[src/rtl/cache_mem_pkg.sv]
// Shared types and constants for the cache-to-memory arbiter and its burst adaptor.
package cache_mem_pkg;

    localparam int LINE_WIDTH_DEF = 256;
    localparam int BEAT_WIDTH_DEF = 64;
    localparam int ADDR_WIDTH_DEF = 32;
    localparam int BEATS          = LINE_WIDTH_DEF / BEAT_WIDTH_DEF;
    localparam int OFFSET_BITS    = 5;
    localparam int CNT_WIDTH      = $clog2(BEATS);

    typedef enum logic [1:0] {
        IDLE  = 2'd0,
        BURST = 2'd1,
        DONE  = 2'd2
    } arb_state_t;

    typedef enum logic {
        ICACHE = 1'b0,
        DCACHE = 1'b1
    } owner_t;

    // On a tie the side that was not served last wins.
    function automatic owner_t pick_winner(input logic i_req, input logic d_req,
                                           input owner_t last_grant);
        owner_t w;
        if (i_req && d_req) begin
            w = (last_grant == ICACHE) ? DCACHE : ICACHE;
        end else if (d_req) begin
            w = DCACHE;
        end else begin
            w = ICACHE;
        end
        return w;
    endfunction

endpackage

[src/rtl/cache_mem_arbiter_checker.sv]
// Protocol checks on the cache side and the grant/response outputs of the arbiter.
module cache_mem_arbiter_checker (
    input logic clk,
    input logic rst,
    input logic dcache_pmem_read,
    input logic dcache_pmem_write,
    input logic grant_i,
    input logic grant_d,
    input logic icache_pmem_resp,
    input logic dcache_pmem_resp
);

    // A simultaneous dcache read and write is illegal; the arbiter serves it as a write.
    a_dcache_rw_exclusive: assert property (@(posedge clk) disable iff (!rst)
        !(dcache_pmem_read && dcache_pmem_write));

    a_grant_onehot: assert property (@(posedge clk) disable iff (!rst)
        !(grant_i && grant_d));

    a_resp_exclusive: assert property (@(posedge clk) disable iff (!rst)
        !(icache_pmem_resp && dcache_pmem_resp));

endmodule

[src/rtl/line_burst_adaptor.sv]
// Serialises one cache line into memory beats: beat counter, read-line assembly,
// write-beat selection and the end-of-burst pulse.
module line_burst_adaptor
    import cache_mem_pkg::*;
#(
    parameter int LINE_WIDTH = LINE_WIDTH_DEF,
    parameter int BEAT_WIDTH = BEAT_WIDTH_DEF
) (
    input  logic                  clk,
    input  logic                  rst,
    input  logic                  start,
    input  logic                  start_write,
    input  logic [LINE_WIDTH-1:0] start_line,
    input  logic                  active,
    input  logic                  mem_resp,
    input  logic [BEAT_WIDTH-1:0] mem_rdata,
    output logic [LINE_WIDTH-1:0] line_next,
    output logic [BEAT_WIDTH-1:0] mem_wdata,
    output logic                  burst_done
);

    localparam logic [CNT_WIDTH-1:0] LAST_BEAT = CNT_WIDTH'(BEATS - 1);
    localparam logic [CNT_WIDTH-1:0] CNT_ONE   = CNT_WIDTH'(1);

    logic [CNT_WIDTH-1:0]  cnt_r;
    logic                  write_r;
    logic [LINE_WIDTH-1:0] line_r;
    logic                  beat_s;
    logic [BEAT_WIDTH-1:0] wbeat_nxt_s;

    assign beat_s     = active && mem_resp;
    assign burst_done = beat_s && (cnt_r == LAST_BEAT);

    // Line as it will look after this cycle's read beat lands.
    always_comb begin
        line_next = line_r;
        if (beat_s && !write_r) begin
            line_next[BEAT_WIDTH*int'(cnt_r) +: BEAT_WIDTH] = mem_rdata;
        end else begin
            line_next = line_r;
        end
    end

    // Next write beat to present once the current one is accepted.
    always_comb begin
        wbeat_nxt_s = {BEAT_WIDTH{1'b0}};
        if (cnt_r == LAST_BEAT) begin
            wbeat_nxt_s = {BEAT_WIDTH{1'b0}};
        end else begin
            wbeat_nxt_s = line_r[BEAT_WIDTH*(int'(cnt_r) + 1) +: BEAT_WIDTH];
        end
    end

    // Counter, line buffer and write-beat register.
    always_ff @(posedge clk or negedge rst) begin
        if (!rst) begin
            cnt_r     <= {CNT_WIDTH{1'b0}};
            write_r   <= 1'b0;
            line_r    <= {LINE_WIDTH{1'b0}};
            mem_wdata <= {BEAT_WIDTH{1'b0}};
        end else if (start) begin
            cnt_r     <= {CNT_WIDTH{1'b0}};
            write_r   <= start_write;
            line_r    <= start_write ? start_line : {LINE_WIDTH{1'b0}};
            mem_wdata <= start_write ? start_line[BEAT_WIDTH-1:0] : {BEAT_WIDTH{1'b0}};
        end else if (beat_s) begin
            cnt_r     <= cnt_r + CNT_ONE;
            line_r    <= line_next;
            mem_wdata <= write_r ? wbeat_nxt_s : {BEAT_WIDTH{1'b0}};
        end
    end

endmodule

[src/rtl/cache_mem_arbiter.sv]
// Arbitrates icache/dcache line requests onto one burst memory port and returns
// assembled lines with a one-cycle completion pulse to the granted cache.
module cache_mem_arbiter
    import cache_mem_pkg::*;
#(
    parameter int LINE_WIDTH = LINE_WIDTH_DEF,
    parameter int BEAT_WIDTH = BEAT_WIDTH_DEF,
    parameter int ADDR_WIDTH = ADDR_WIDTH_DEF
) (
    input  logic                  clk,
    input  logic                  rst,
    input  logic                  icache_pmem_read,
    input  logic [ADDR_WIDTH-1:0] icache_pmem_address,
    output logic [LINE_WIDTH-1:0] icache_pmem_rdata,
    output logic                  icache_pmem_resp,
    input  logic                  dcache_pmem_read,
    input  logic                  dcache_pmem_write,
    input  logic [ADDR_WIDTH-1:0] dcache_pmem_address,
    input  logic [LINE_WIDTH-1:0] dcache_pmem_wdata,
    output logic [LINE_WIDTH-1:0] dcache_pmem_rdata,
    output logic                  dcache_pmem_resp,
    output logic                  mem_read,
    output logic                  mem_write,
    output logic [ADDR_WIDTH-1:0] mem_address,
    output logic [BEAT_WIDTH-1:0] mem_wdata,
    input  logic [BEAT_WIDTH-1:0] mem_rdata,
    input  logic                  mem_resp,
    output logic                  arb_busy,
    output logic                  grant_i,
    output logic                  grant_d
);

    localparam logic [ADDR_WIDTH-1:0] ALIGN_MASK =
        {{(ADDR_WIDTH-OFFSET_BITS){1'b1}}, {OFFSET_BITS{1'b0}}};

    arb_state_t            state_r, state_nxt_s;
    owner_t                owner_r, last_grant_r, win_s;
    logic                  write_r;
    logic                  i_req_s, d_req_s, grant_s, win_write_s, burst_done_s;
    logic [ADDR_WIDTH-1:0] win_addr_s;
    logic [LINE_WIDTH-1:0] line_next_s;

    logic                  mem_read_nxt_s, mem_write_nxt_s;
    logic [ADDR_WIDTH-1:0] mem_address_nxt_s;
    logic                  grant_i_nxt_s, grant_d_nxt_s, busy_nxt_s;
    logic                  iresp_nxt_s, dresp_nxt_s;
    logic [LINE_WIDTH-1:0] irdata_nxt_s, drdata_nxt_s;

    assign i_req_s     = icache_pmem_read;
    assign d_req_s     = dcache_pmem_read || dcache_pmem_write;
    assign grant_s     = (state_r == IDLE) && (i_req_s || d_req_s);
    assign win_s       = pick_winner(i_req_s, d_req_s, last_grant_r);
    assign win_write_s = (win_s == DCACHE) && dcache_pmem_write;
    assign win_addr_s  = ((win_s == DCACHE) ? dcache_pmem_address : icache_pmem_address)
                         & ALIGN_MASK;

    line_burst_adaptor #(
        .LINE_WIDTH (LINE_WIDTH),
        .BEAT_WIDTH (BEAT_WIDTH)
    ) u_adaptor (
        .clk         (clk),
        .rst         (rst),
        .start       (grant_s),
        .start_write (win_write_s),
        .start_line  (dcache_pmem_wdata),
        .active      (state_r == BURST),
        .mem_resp    (mem_resp),
        .mem_rdata   (mem_rdata),
        .line_next   (line_next_s),
        .mem_wdata   (mem_wdata),
        .burst_done  (burst_done_s)
    );

    cache_mem_arbiter_checker u_checker (
        .clk               (clk),
        .rst               (rst),
        .dcache_pmem_read  (dcache_pmem_read),
        .dcache_pmem_write (dcache_pmem_write),
        .grant_i           (grant_i),
        .grant_d           (grant_d),
        .icache_pmem_resp  (icache_pmem_resp),
        .dcache_pmem_resp  (dcache_pmem_resp)
    );

    // State and registered-output update.
    always_ff @(posedge clk or negedge rst) begin
        if (!rst) begin
            state_r           <= IDLE;
            mem_read          <= 1'b0;
            mem_write         <= 1'b0;
            mem_address       <= {ADDR_WIDTH{1'b0}};
            grant_i           <= 1'b0;
            grant_d           <= 1'b0;
            arb_busy          <= 1'b0;
            icache_pmem_resp  <= 1'b0;
            dcache_pmem_resp  <= 1'b0;
            icache_pmem_rdata <= {LINE_WIDTH{1'b0}};
            dcache_pmem_rdata <= {LINE_WIDTH{1'b0}};
        end else begin
            state_r           <= state_nxt_s;
            mem_read          <= mem_read_nxt_s;
            mem_write         <= mem_write_nxt_s;
            mem_address       <= mem_address_nxt_s;
            grant_i           <= grant_i_nxt_s;
            grant_d           <= grant_d_nxt_s;
            arb_busy          <= busy_nxt_s;
            icache_pmem_resp  <= iresp_nxt_s;
            dcache_pmem_resp  <= dresp_nxt_s;
            icache_pmem_rdata <= irdata_nxt_s;
            dcache_pmem_rdata <= drdata_nxt_s;
        end
    end

    // Burst ownership and fairness history.
    always_ff @(posedge clk or negedge rst) begin
        if (!rst) begin
            owner_r      <= ICACHE;
            write_r      <= 1'b0;
            last_grant_r <= ICACHE;
        end else if (grant_s) begin
            owner_r <= win_s;
            write_r <= win_write_s;
        end else if (burst_done_s) begin
            last_grant_r <= owner_r;
        end
    end

    // Next-state logic.
    always_comb begin
        state_nxt_s = state_r;
        case (state_r)
            IDLE:    state_nxt_s = grant_s ? BURST : IDLE;
            BURST:   state_nxt_s = burst_done_s ? DONE : BURST;
            DONE:    state_nxt_s = IDLE;
            default: state_nxt_s = IDLE;
        endcase
    end

    // Next values for the registered outputs.
    always_comb begin
        mem_read_nxt_s    = mem_read;
        mem_write_nxt_s   = mem_write;
        mem_address_nxt_s = mem_address;
        grant_i_nxt_s     = grant_i;
        grant_d_nxt_s     = grant_d;
        busy_nxt_s        = arb_busy;
        iresp_nxt_s       = 1'b0;
        dresp_nxt_s       = 1'b0;
        irdata_nxt_s      = icache_pmem_rdata;
        drdata_nxt_s      = dcache_pmem_rdata;
        case (state_r)
            IDLE: begin
                if (grant_s) begin
                    mem_read_nxt_s    = !win_write_s;
                    mem_write_nxt_s   = win_write_s;
                    mem_address_nxt_s = win_addr_s;
                    grant_i_nxt_s     = (win_s == ICACHE);
                    grant_d_nxt_s     = (win_s == DCACHE);
                    busy_nxt_s        = 1'b1;
                end else begin
                    mem_read_nxt_s  = 1'b0;
                    mem_write_nxt_s = 1'b0;
                    grant_i_nxt_s   = 1'b0;
                    grant_d_nxt_s   = 1'b0;
                    busy_nxt_s      = 1'b0;
                end
            end
            BURST: begin
                if (burst_done_s) begin
                    mem_read_nxt_s  = 1'b0;
                    mem_write_nxt_s = 1'b0;
                    if (owner_r == ICACHE) begin
                        iresp_nxt_s  = 1'b1;
                        irdata_nxt_s = line_next_s;
                    end else begin
                        dresp_nxt_s  = 1'b1;
                        drdata_nxt_s = write_r ? dcache_pmem_rdata : line_next_s;
                    end
                end else begin
                    busy_nxt_s = 1'b1;
                end
            end
            DONE: begin
                mem_read_nxt_s  = 1'b0;
                mem_write_nxt_s = 1'b0;
                grant_i_nxt_s   = 1'b0;
                grant_d_nxt_s   = 1'b0;
                busy_nxt_s      = 1'b0;
            end
            default: begin
                mem_read_nxt_s  = 1'b0;
                mem_write_nxt_s = 1'b0;
                grant_i_nxt_s   = 1'b0;
                grant_d_nxt_s   = 1'b0;
                busy_nxt_s      = 1'b0;
            end
        endcase
    end

endmodule

[config.mk]
export PLATFORM = sky130hd
export DESIGN_NAME = cache_mem_arbiter
export DESIGN_NICKNAME = d
export VERILOG_FILES = /design/src/rtl/cache_mem_pkg.sv /design/src/rtl/cache_mem_arbiter_checker.sv /design/src/rtl/line_burst_adaptor.sv /design/src/rtl/cache_mem_arbiter.sv
export SDC_FILE = /design/constraint.sdc
export NUM_CORES = 1
export LEC_CHECK = 0
export BUFFER_PORTS_ARGS = -buffer_cell sky130_fd_sc_hd__buf_4
export CORE_AREA = 5 5 390 392
export DETAILED_ROUTE_END_ITERATION = 8
export DIE_AREA = 0 0 395 397
export SETUP_SLACK_MARGIN = 0.3
export SLEW_MARGIN = 20
export SYNTH_ARGS = -nofsm -noshare
export SYNTH_HDL_FRONTEND = slang
export SYNTH_SLANG_ARGS = --single-unit
[constraint.sdc]
create_clock -name clk -period 3.7 [get_ports clk]
set_input_delay 0.185 -clock clk [delete_from_list [all_inputs] [get_ports clk]]
set_output_delay 0.185 -clock clk [all_outputs]
set_load 0.05 [all_outputs]
==> impl_metrics.csv, run 1 <==
group,metric,value,unit
pwr,switching_power,23700,µW
synthesis,ys.flop_type,"dfrtp_1",
floorplan,core_area,149000,µm²
sta,fmax,300,MHz
pwr,finalPower,49900,µW
synthesis,yosysUniqueCellTypes,55,
floorplan,initial_core_util,26.1,%
drt,drc,0,
pwr,seqPwrFrac,31.0,%
min_path,hold_class,"in -> reg",
sta,slew_headroom,22.0,%
synthesis,synth_edf_count,0,
sta,grt_setup_unrepaired,"yes",
synthesis,synthArstFlopShare,100,%
critical_path,r2r_cells,6,
global_route,gr-usage-met1,29.6,%
cells_and_area,area_delta_synth_final,46.1,%
synthesis,synth_area,38800,µm²
critical_path,worstPathRequired,4.32,ns
pwr,leakage,0.0284,µW
sta,fin_crit,3.33,ns
pwr,p_sw_share,47.5,%
cells_and_area,nNetsFinal,5640,
critical_path,timing.rr.end,"u_adaptor.line_r[69]",
critical_path,cp_max_fo,47,
floorplan,std_cell_rows,142,
cts,clkSlewWorstSetupHoldPaths,0.06,ns
drt,wl_per_cell,26.6,µm
drt,drt-initial-drc-count,3730,
critical_path,cp-end-kind,"flop",
cells_and_area,fin_util,38.2,%
run,cap_violations,0,
cts,cts_made_buffers,99,
critical_path,cp-endpoint,"u_adaptor.line_r[69]",
synthesis,yosys-top-cells-area,"dfrtp_1 (56%), nand2_1 (7.1%), a22o_1 (4.3%), o21ai_0 (4.2%), a21o_1 (3.7%)",
synthesis,synth-seq-area-share,56.3,%
cts,cts_max_level,3,
synthesis,synth_common_cells,"dfrtp_1 (873), nand2_1 (732), o21ai_0 (322), nor2_1 (286), clkbuf_1 (218)",
sta,worst_pin_slew,1.17,ns
floorplan,io_pins,1005,
placed_design,dp_hpwl,132,mm
cts,clockRootBuffer,"clkbuf_16",
global_route,grt_max_degree,168,
global_route,grt_pass1_vias,38300,
placed_design,place_area,48100,µm²
cts,ctsLongestPathBuffers,3,
sta,fin_skew,0.0481,ns
critical_path,r2r_start,"u_adaptor.cnt_r[0]",
drt,wl,194,mm
floorplan,dieArea,157000,µm²
drt,antenna_left,0,
synthesis,ys_warn_count,0,
pwr,intPower,26200,µW
sta,hold_ws,0.114,ns
sta,setup_viol,0,
pwr,power_frac_clock,21.3,%
critical_path,crit_type,"reg -> reg",
pwr,ir_drop,0.000555,V
synthesis,synth_top_area_cell,"dfrtp_1",
drt,via_count,38000,
sta,fin_tns_setup,0,ns
global_route,overflow,0,
placed_design,gp_congestion,0.890,
sta,timing.final.crit_share,90.1,%
cells_and_area,layout-drive-gt1-share,24.7,%
synthesis,synth.most_common_cell,"dfrtp_1",
pwr,comb_power_share,47.7,%
synthesis,syn_area_per_cell,9.86,µm²
global_route,busiest_layer,"met2",
sta,slew_violations,0,
global_route,antenna_found_initial,19,
global_route,grtUsageMet3,6.12,%
synthesis,synth_seq_cells,873,
pwr,power.density,880,nW/µm²
global_route,grt_pass1_wl,274,mm
critical_path,arrival,3.95,ns
critical_path,cp-startpoint,"u_adaptor.cnt_r[0]",
cts,clock_latency,0.73,ns
outcome,outcome,"finished, final reports clean",
synthesis,netlist_instances,3939,
critical_path,cp-start-kind,"flop",
placed_design,port-buffer-count,989,
cells_and_area,fin_area,56700,µm²
drt,via_per_inst,5.21,
cts,cts.sinks,873,
sta,finalHoldViolCount,0,
synthesis,netlist.area_leader.share,56.3,%
min_path,min_path_cells,3,
floorplan,die_y,397,µm
global_route,gr-usage-all-layers,23.7,%
drt,firstDrtPassIters,6,
floorplan,die_w,395,µm
critical_path,ff2ff_setup_slack,0.37,ns
global_route,grt_use_met2,37.4,%
cts,tritoncts,"yes",
-- final cells by class --
class / instances / area [µm²]
repair buffers: 1607 / 13800
fillers: 14700 / 91800
clock buffers: 134 / 2800
flip-flops and latches: 873 / 21900
well taps: 1944 / 2430
diodes: 13 / 32.5
clock inverters: 49 / 693
inverters: 5 / 21.3
multi-input cells: 2659 / 15100
-- state kept, by name, summed over array words and instances, names as in the netlist, 2 cells and up --
| signal | cells |
|---|---|
| icache_pmem_rdata | 256 |
| state_r | 2 |
| mem_address | 27 |
| u_adaptor.mem_wdata | 64 |
| u_adaptor.cnt_r | 2 |
| u_adaptor.line_r | 256 |
| dcache_pmem_rdata | 256 |
-- repair_timing --
action / 4_1_cts / 5_1_grt
hold buffers: 501 / 0
setup endpoints to repair: 0 / 34
gates resized for setup: 0 / 1
hold endpoints to repair: 756 / 0
setup buffers: 0 / 3
-- worst max-delay path, stage by stage, from the launching register on --
cell and delay (ns):
dfrtp_4 0.49, inv_1 0.16, ha_1 0.44, and4bb_4 0.72
and3_4 1.02, a22o_1 0.26, a21o_1 0.09
-- worst min path at each step --
stage	startpoint	to
after floorplan	rst	arb_busy
after global placement	rst	u_adaptor.mem_wdata[8]
after detailed placement	rst	icache_pmem_rdata[71]
after CTS	dcache_pmem_read	owner_r
after global routing	dcache_pmem_read	owner_r
final	dcache_pmem_write	owner_r
-- routing by layer --
layer | share of wire, % | wire, µm | vias to the layer above
met5 | 0.014 | 27 | -
met4 | 6.2 | 12100 | 4
met3 | 9.0 | 17400 | 489
met2 | 46 | 88300 | 2116
met1 | 39 | 76200 | 18900
li1 | - | - | 16500
-- cell usage in the layout, fill, tap and decap left out, types with 17 or more instances in the layout --
master         instances
nand3_1              147
nand4_1              110
clkinv_2              20
nand2_1              728
a31oi_1              101
dfrtp_1              871
buf_4               1070
a22oi_1               64
and2_1                64
a22o_1               190
mux2i_1               92
o21ai_1              123
clkbuf_1              17
a21boi_0             111
clkbuf_16            100
a21o_1               192
clkbuf_8              17
nor2_1               286
o21ai_0              322
buf_12                35
dlygate4sd3_1        501
a221oi_1              51
-- power groups by stage --
| stage | Sequential (µW) | Clock [µW] | Combinational (µW) |
|---|---|---|---|
| final | 15500 | 10600 | 23800 |
| after global routing | 15800 | 11200 | 25000 |
| after CTS | 15300 | 10900 | 23800 |
| after detailed placement | 15500 | 0 | 22900 |
| after global placement | 15400 | 0 | 22700 |
| after floorplan | 22800 | 0 | 6190 |
-- per-stage QoR --
stage	setup WS, ns	cells
after global placement	0.577	6583
after CTS	0.335	7267
after global routing	0.297	7283
final	0.368	7284
after detailed placement	0.535	6583
after floorplan	0.989	3943
-- cells by family (layout without fill, tap and decap cells) --
kind of cell	after synthesis	after routing	share of synthesized area (%)
simple gates	1378	1379	15.3
compound gates	1178	1178	20.6
flops	873	873	56.3
buf+inv	412	1795	5.27
mux	92	92	2.37
fa+ha+maj	5	5	0.161
other cells	1	18	0.00966
Note: power is estimated with default switching activity, not from simulation.
==> run 2: changes to the inputs <==
- CELL_PAD_IN_SITES_DETAIL_PLACEMENT: unset -> 0
- CELL_PAD_IN_SITES_GLOBAL_PLACEMENT: unset -> 1
- PLACE_DENSITY_LB_ADDON: unset -> 0.1
==> run 2 against run 1 <==
Sequential cell count unchanged. Via count down 3.5%. Fmax up 2.4%. Final area up 2.1%. Setup slack better by 0.078 ns. Largest power group unchanged.
==> impl_metrics.csv, run 2 (same netlist as run 1, synthesis figures left out) <==
group,metric,value,unit
critical_path,cp_cell_sequence,"inv_1 -> ha_1 -> and4bb_4 -> and3_4 -> a22o_1 -> dlygate4sd3_1 -> a21o_1",
critical_path,worstPathRequired,4.34,ns
drt,via_per_inst,4.95,
sta,fin_skew,0.0304,ns
pwr,leakage,0.0292,µW
cts,cts_made_buffers,105,
drt,wl,204,mm
sta,slew_violations,0,
run,cap_violations,0,
cts,ctsLongestPathBuffers,3,
drt,firstDrtPassIters,8,
global_route,grt_pass1_vias,37600,
critical_path,cp-end-kind,"flop",
sta,hold_ws,0.0584,ns
cells_and_area,reg.largest.list,"dcache_pmem_rdata x256, icache_pmem_rdata x256, u_adaptor.line_r x256",
critical_path,cp-start-kind,"flop",
cells_and_area,fin_util,39.0,%
cells_and_area,mostFrequentLayoutCells,"buf_4 (1075), dfrtp_1 (871), nand2_1 (729)",
floorplan,dieArea,157000,µm²
sta,worst_pin_slew,1.04,ns
cells_and_area,fin_area,57900,µm²
outcome,outcome,"finished, final reports clean",
floorplan,core_area,149000,µm²
placed_design,dp_hpwl,139,mm
cts,cts.sinks,873,
cells_and_area,layout-drive-gt1-share,24.6,%
cells_and_area,nNetsFinal,5743,
global_route,grt_max_degree,119,
drt,drc,0,
sta,setup_viol,0,
sta,fin_tns_setup,0,ns
critical_path,crit_slowest_cell,"and3_4",
floorplan,initial_core_util,26.1,%
placed_design,port-buffer-count,989,
pwr,power.density,873,nW/µm²
sta,slew_headroom,30.3,%
global_route,overflow,0,
drt,antenna_left,0,
sta,timing.final.crit_share,87.9,%
cts,cts_max_level,3,
drt,wl_per_cell,27.5,µm
cts,tritoncts,"yes",
cells_and_area,area_delta_synth_final,49.1,%
global_route,grt_pass1_wl,288,mm
cts,clock_latency,0.71,ns
cts,clockRootBuffer,"clkbuf_16",
critical_path,critical_path.max_stage_delay,0.84,ns
global_route,gr-usage-all-layers,25.1,%
sta,finalHoldViolCount,0,
pwr,ir_drop,0.000687,V
placed_design,gp_congestion,0.795,
sta,fin_crit,3.25,ns
floorplan,std_cell_rows,142,
critical_path,crit_type,"reg -> reg",
cts,clkSlewWorstSetupHoldPaths,0.06,ns
sta,grt_setup_unrepaired,"no",
floorplan,die_w,395,µm
critical_path,arrival,3.90,ns
placed_design,place_area,48300,µm²
floorplan,io_pins,1005,
pwr,finalPower,50500,µW
min_path,hold_class,"in -> async",
drt,via_count,36600,
drt,drt-initial-drc-count,2329,
floorplan,die_y,397,µm
global_route,antenna_found_initial,24,
sta,fmax,307,MHz
critical_path,cp_max_fo,47,
cells_and_area,layout_commonest_cell,"buf_4",
run 2: path summary, 6_finish.rpt:
kind | startpoint | endpoint | slack [ns] | cells past startpoint
max in group asynchronous | rst | dcache_pmem_rdata[153] | 2.46 | 4
worst min-delay path | rst | mem_address[25] | 0.06 | 2
min in group clk | dcache_pmem_read | owner_r | 0.16 | 3
worst min register to register | dcache_pmem_rdata[223] | dcache_pmem_rdata[223] | 0.48 | 2
worst max-delay path | u_adaptor.cnt_r[0] | u_adaptor.line_r[104] | 0.45 | 7
worst max register to register | u_adaptor.cnt_r[0] | u_adaptor.line_r[104] | 0.45 | 7
run 2: repair_timing:
action	4_1_cts	5_1_grt
hold buffers	587	0
setup buffers	0	1
setup endpoints to repair	0	29
hold endpoints to repair	708	0
gates resized for setup	0	1
run 2: cell type report:
type,count,area [µm²]
antenna,25,62.6
clock buffer,159,3190
tap,1944,2430
sequential,873,21900
clock inverter,36,420
multi-input combinational,2658,15100
timing repair buffer,1705,14800
fill,15100,90600
inverter,5,23.8
run 2: per-layer routing:
metal | part of all wire (%) | GRT usage [%] | routed length (µm) | up-vias
met4 | 3.6 | 8.86 | 7340 | 6
met3 | 7.0 | 6.66 | 14300 | 256
li1 | - | - | - | 16700
met2 | 47 | 40.8 | 94900 | 1187
met1 | 43 | 32.5 | 87100 | 18500
met5 | 0.017 | 0 | 34 | -
run 2: metrics by stage:
| step | setup WS [ns] | instances |
|---|---|---|
| 6_report | 0.446 | 7405 |
| 5_1_grt | 0.330 | 7396 |
| 4_1_cts | 0.342 | 7379 |
| 3_5_place_dp | 0.895 | 6597 |
| 3_3_place_gp | 0.866 | 6597 |
| 2_1_floorplan | 0.989 | 3943 |
run 2: report_power, final:
group          total [µW]  internal, µW  switching [µW]
Combinational       24200          7240           16900
Sequential          15400         13000            2470
Clock               10900          6430            4510
run 2: critical path: cells and delay by family (launching register included):
kind	cells	cell delay [ns]
compound gates	2	0.32
fa+ha+maj	1	0.42
buf+inv	2	0.78
flops	1	0.48
simple gates	2	1.15
